File: src/rtl/data_basic_gates_if.sv
// Operand/result bundle for the data_basic_gates logic bank.
// The producer drives operands through the master modport; the gate bank drives results through slave.
interface data_basic_gates_if #(
   parameter int WIDTH = 1
);
   logic [WIDTH-1:0] a;
   logic [WIDTH-1:0] b;
   logic             in_valid;
   logic [WIDTH-1:0] out_and;
   logic [WIDTH-1:0] out_or;
   logic [WIDTH-1:0] out_nand;
   logic [WIDTH-1:0] out_nor;
   logic [WIDTH-1:0] out_not;
   logic [WIDTH-1:0] out_xor;
   logic [WIDTH-1:0] out_xnor;
   logic             out_valid;

   modport master (
      output a, b, in_valid,
      input  out_and, out_or, out_nand, out_nor, out_not, out_xor, out_xnor, out_valid
   );

   modport slave (
      input  a, b, in_valid,
      output out_and, out_or, out_nand, out_nor, out_not, out_xor, out_xnor, out_valid
   );
endinterface

File: src/rtl/data_basic_gates.sv
// Registered bank of the seven basic bitwise logic functions of a and b.
// All results and out_valid appear one clock after the operands are sampled.
module data_basic_gates #(
   parameter int WIDTH = 1
) (
   input logic               clk,
   input logic               rst_n,
   data_basic_gates_if.slave bus
);

   typedef struct packed {
      logic [WIDTH-1:0] and_v;
      logic [WIDTH-1:0] or_v;
      logic [WIDTH-1:0] nand_v;
      logic [WIDTH-1:0] nor_v;
      logic [WIDTH-1:0] not_v;
      logic [WIDTH-1:0] xor_v;
      logic [WIDTH-1:0] xnor_v;
   } gate_res_t;

   function automatic gate_res_t gate_bank(input logic [WIDTH-1:0] a,
                                           input logic [WIDTH-1:0] b);
      gate_res_t r;
      r.and_v  = a & b;
      r.or_v   = a | b;
      r.nand_v = ~(a & b);
      r.nor_v  = ~(a | b);
      r.not_v  = ~a;
      r.xor_v  = a ^ b;
      r.xnor_v = ~(a ^ b);
      return r;
   endfunction

   gate_res_t res_p0;
   gate_res_t res_p1;
   logic      vld_p1;

   // Stage p0: combinational evaluation of the operands presented this cycle
   always_comb begin
      res_p0 = gate_bank(bus.a, bus.b);
   end

   // Stage p1: capture; reset overrides a concurrent in_valid, idle cycles hold results
   always_ff @(posedge clk) begin
      if (!rst_n) begin
         res_p1 <= '0;
         vld_p1 <= 1'b0;
      end else begin
         vld_p1 <= bus.in_valid;
         if (bus.in_valid) begin
            res_p1 <= res_p0;
         end
      end
   end

   assign bus.out_and   = res_p1.and_v;
   assign bus.out_or    = res_p1.or_v;
   assign bus.out_nand  = res_p1.nand_v;
   assign bus.out_nor   = res_p1.nor_v;
   assign bus.out_not   = res_p1.not_v;
   assign bus.out_xor   = res_p1.xor_v;
   assign bus.out_xnor  = res_p1.xnor_v;
   assign bus.out_valid = vld_p1;

endmodule

File: src/flat_wrapper.sv
// flat-port wrapper written by rule: the top's interface ports become plain ports
module data_basic_gates_flat 
#(
   parameter int WIDTH = 1
)
  (clk, rst_n, bus_a, bus_b, bus_in_valid, bus_out_and, bus_out_or, bus_out_nand, bus_out_nor, bus_out_not, bus_out_xor, bus_out_xnor, bus_out_valid);
  data_basic_gates_if #(.WIDTH(WIDTH)) bus_i ();
  input logic clk;
  input logic rst_n;
  input wire logic [$bits(bus_i.a)-1:0] bus_a;
  input wire logic [$bits(bus_i.b)-1:0] bus_b;
  input wire logic [$bits(bus_i.in_valid)-1:0] bus_in_valid;
  output wire logic [$bits(bus_i.out_and)-1:0] bus_out_and;
  output wire logic [$bits(bus_i.out_or)-1:0] bus_out_or;
  output wire logic [$bits(bus_i.out_nand)-1:0] bus_out_nand;
  output wire logic [$bits(bus_i.out_nor)-1:0] bus_out_nor;
  output wire logic [$bits(bus_i.out_not)-1:0] bus_out_not;
  output wire logic [$bits(bus_i.out_xor)-1:0] bus_out_xor;
  output wire logic [$bits(bus_i.out_xnor)-1:0] bus_out_xnor;
  output wire logic [$bits(bus_i.out_valid)-1:0] bus_out_valid;
  assign bus_i.a = bus_a;
  assign bus_i.b = bus_b;
  assign bus_i.in_valid = bus_in_valid;
  assign bus_out_and = bus_i.out_and;
  assign bus_out_or = bus_i.out_or;
  assign bus_out_nand = bus_i.out_nand;
  assign bus_out_nor = bus_i.out_nor;
  assign bus_out_not = bus_i.out_not;
  assign bus_out_xor = bus_i.out_xor;
  assign bus_out_xnor = bus_i.out_xnor;
  assign bus_out_valid = bus_i.out_valid;
  data_basic_gates #(.WIDTH(WIDTH)) u_core (.clk(clk), .rst_n(rst_n), .bus(bus_i));
endmodule
File: config.mk
export PLATFORM = sky130hd
export DESIGN_NAME = data_basic_gates_flat
export DESIGN_NICKNAME = d
export VERILOG_FILES = /design/src/rtl/data_basic_gates_if.sv /design/src/rtl/data_basic_gates.sv /design/src/flat_wrapper.sv
export SDC_FILE = /design/constraint.sdc
export NUM_CORES = 1
export LEC_CHECK = 0
export ABC_CLOCK_PERIOD_IN_PS = 1150
export BUFFER_PORTS_ARGS = -buffer_cell sky130_fd_sc_hd__buf_2
export CORE_AREA = 2 2 39 41
export DETAILED_ROUTE_END_ITERATION = 6
export DIE_AREA = 0 0 41 43
export SLEW_MARGIN = 20
export SYNTH_ARGS = -nofsm -noshare
export SYNTH_HDL_FRONTEND = slang
export SYNTH_SLANG_ARGS = --single-unit
File: constraint.sdc
create_clock -name clk -period 1.15 [get_ports clk]
set_input_delay 0.0575 -clock clk [delete_from_list [all_inputs] [get_ports clk]]
set_output_delay 0.0575 -clock clk [all_outputs]
set_load 0.02 [all_outputs]
==> results.cfg <==
[outcome]
outcome = finished clean

[yosys]
synthTopCellsByArea = dfxtp_1 (46%), ha_1 (14%), mux2i_1 (8.6%), o211a_1 (8.6%), nor2b_1 (5.4%)
yosysUniqueCellTypes = 12
synth_seq_cells = 8
syn-mean-instance-area_um2 = 11.2
async_reset_ff_share_pct = 0
yosys_most_used_dff = dfxtp_1
synth_cells = 31
yosysTopAreaCell = dfxtp_1
yosys_warnings = 0
yosysSeqAreaShare_pct = 46.0
ys_top_cells_by_count = dfxtp_1 (8), ha_1 (4)
syn_nets = 40
synth_edf_count = 0
post-synth-top-count-cell = dfxtp_1
synth.cell_area_um2 = 348
synth_top_area_share_pct = 46.0

[worst_setup_path]
cpLargestDelayFamily = flip-flops
critPathBufInv = 1
slowest_delay_ns = 0.33
cp_max_fo = 2
reg2reg_slack_ns = 0.53
crit_path_cell_trace = buf_2
endpoint_kind = output pin
r2r_end = u_core.bus.out_not
rr_worst_depth = 1
cp_data_arrival_time_ns = 0.74
worst_setup_path_start_kind = register
crit_path_top_delay_cell = dfxtp_1
timing.rr.start = u_core.bus.out_not
crit_type = reg -> out
critPathRequiredTime_ns = 1.09

[cts]
post_cts_buffers = 0
insertion_delay_ns = 0.25
path_clk_slew_ns = 0.05
cts_max_level = 1
hold_buffers = 0
cts_tree = yes
clockRootBuffer = clkbuf_4
post_cts_resized = 0
cts_made_buffers = 3
clockBufferDepth = 2
numClockSinks = 8

[routing]
wl_per_cell_um = 9.84
drc = 0
drt_iter0_markers = 2
vias = 240
finalWirelength_um = 600
firstDrtPassIters = 4
via_per_inst = 3.93
ant_nets = 0

[die]
num_rows = 14
core_area_um2 = 1380
initial_utilization_pct = 25.1
ios = 13
die_w_um = 41
die_h_um = 43
dieArea_um2 = 1760

[sta]
drv_slew = 0
finClkSkew_ns = 0
fin_tns_setup_ns = 0
relSlewSlack_pct = 85.6
finalHoldViolations = 0
finalCritPeriodShare_pct = 69.4
rsz0062_at_grt = no
fin_crit_ns = 0.798
worst_pin_slew_ns = 0.216
fmax_mhz = 1250
finalSetupViolations = 0

[place]
place_area_um2 = 417
place.gp.congestion = 0.552
port_buffers = 12
place_inst = 58

[finish]
syn_to_final_growth_pct = 26.3
drive_above_1_share_pct = 35.6
nets = 56
final_cells = 61
design_area_um2 = 439
final_util_pct = 31.7
antenna_cells = 0

[global_routing]
grt_pass1_wl_um = 828
grt_pass1_vias = 201
antenna_found_initial = 0
grt_max_degree = 13
grtUsageTotal_pct = 7.94
gr-total-overflow = 0

[min_path]
min_from = bus_a
whs_path_depth = 3
min_to = u_core.bus.out_not
hold_class = in -> reg

[power]
p_int_uw = 453
leakagePower_nw = 0.244
clockPowerShare_pct = 33.9
cellPowerDensity_nw_per_um2 = 1360
p_seq_share_pct = 50.6
ir_worst_vdd_mv = 0.427
sw_frac_of_total_pct = 24.3
comb_power_share_pct = 15.5
p_sw_uw = 145

[flow_run]
cap_violations = 0
-- stage by stage --
stage	hold slack [ns]	total power [mW]	setup WS [ns]
2_1_floorplan	0.186	0.369	0.392
3_3_place_gp	0.376	0.400	0.230
3_5_place_dp	0.387	0.403	0.213
4_1_cts	0.122	0.613	0.323
5_1_grt	0.126	0.637	0.299
6_report	0.132	0.598	0.352
-- flip-flops by register name, indices dropped and copies added, names as in the netlist --
name,count
u_core.bus.out_nand,1
u_core.bus.out_not,1
u_core.bus.out_xor,1
u_core.bus.out_nor,1
u_core.bus.out_valid,1
u_core.bus.out_and,1
u_core.bus.out_or,1
u_core.bus.out_xnor,1
-- placed cells by master, fill, tap and decap left out --
master / n
o211a_1: 3
or2b_1: 1
nor2b_1: 3
a21boi_1: 1
ha_1: 4
dfxtp_1: 8
clkbuf_4: 3
nand2_1: 3
mux2i_1: 3
and2_2: 1
inv_1: 2
nand2b_1: 1
buf_2: 12
-- power groups by stage --
stage	Combinational [mW]	Sequential, mW	Clock (mW)
floorplan	0.0387	0.331	0
global placement	0.0923	0.308	0
detailed placement	0.0938	0.309	0
CTS	0.0943	0.303	0.216
global route	0.102	0.305	0.230
finish	0.0924	0.303	0.203
-- worst min-delay path, cell delays in order --
cell	delay [ns]
buf_2	0.11
nand2_1	0.05
o211a_1	0.10
-- routing by layer --
metal | up-vias | global-route usage (%) | part of all wire, %
li1 | 130 | - | -
met4 | 0 | 6.00 | 0
met3 | 0 | 6.28 | 6.5
met2 | 8 | 11.3 | 51
met1 | 102 | 7.10 | 43
met5 | - | 0 | 0
-- how the worst max path moves through the flow --
stage	endpoint	from	slack (ns)	depth (start not counted)
floorplan	u_core.bus.out_xnor	bus_b	0.39	4
global placement	u_core.bus.out_xnor	bus_b	0.23	5
detailed placement	u_core.bus.out_xnor	bus_b	0.21	5
CTS	bus_out_not	u_core.bus.out_not	0.32	1
global route	bus_out_not	u_core.bus.out_not	0.30	1
finish	bus_out_not	u_core.bus.out_not	0.35	1
-- cell type report --
class	count	area (um2)
sequential	8	160
inverter	2	7.51
tap	16	20.0
clock buffer	3	22.5
multi-input combinational	20	169
timing repair buffer	12	60.1
fill	153	945
-- kinds of logic (layout without fill, tap and decap cells) --
group                      count (synthesis)  in the layout  synth area share (%)
and+or+nand+nor                            9              9                  14.8
buffers and inverters                      3             17                  5.40
adders and majority gates                  4              4                  14.4
muxes                                      3              3                  8.63
DFF                                        8              8                  46.0
AOI/OAI and AO/OA                          4              4                  10.8
Power figures use the tool's default switching activity.
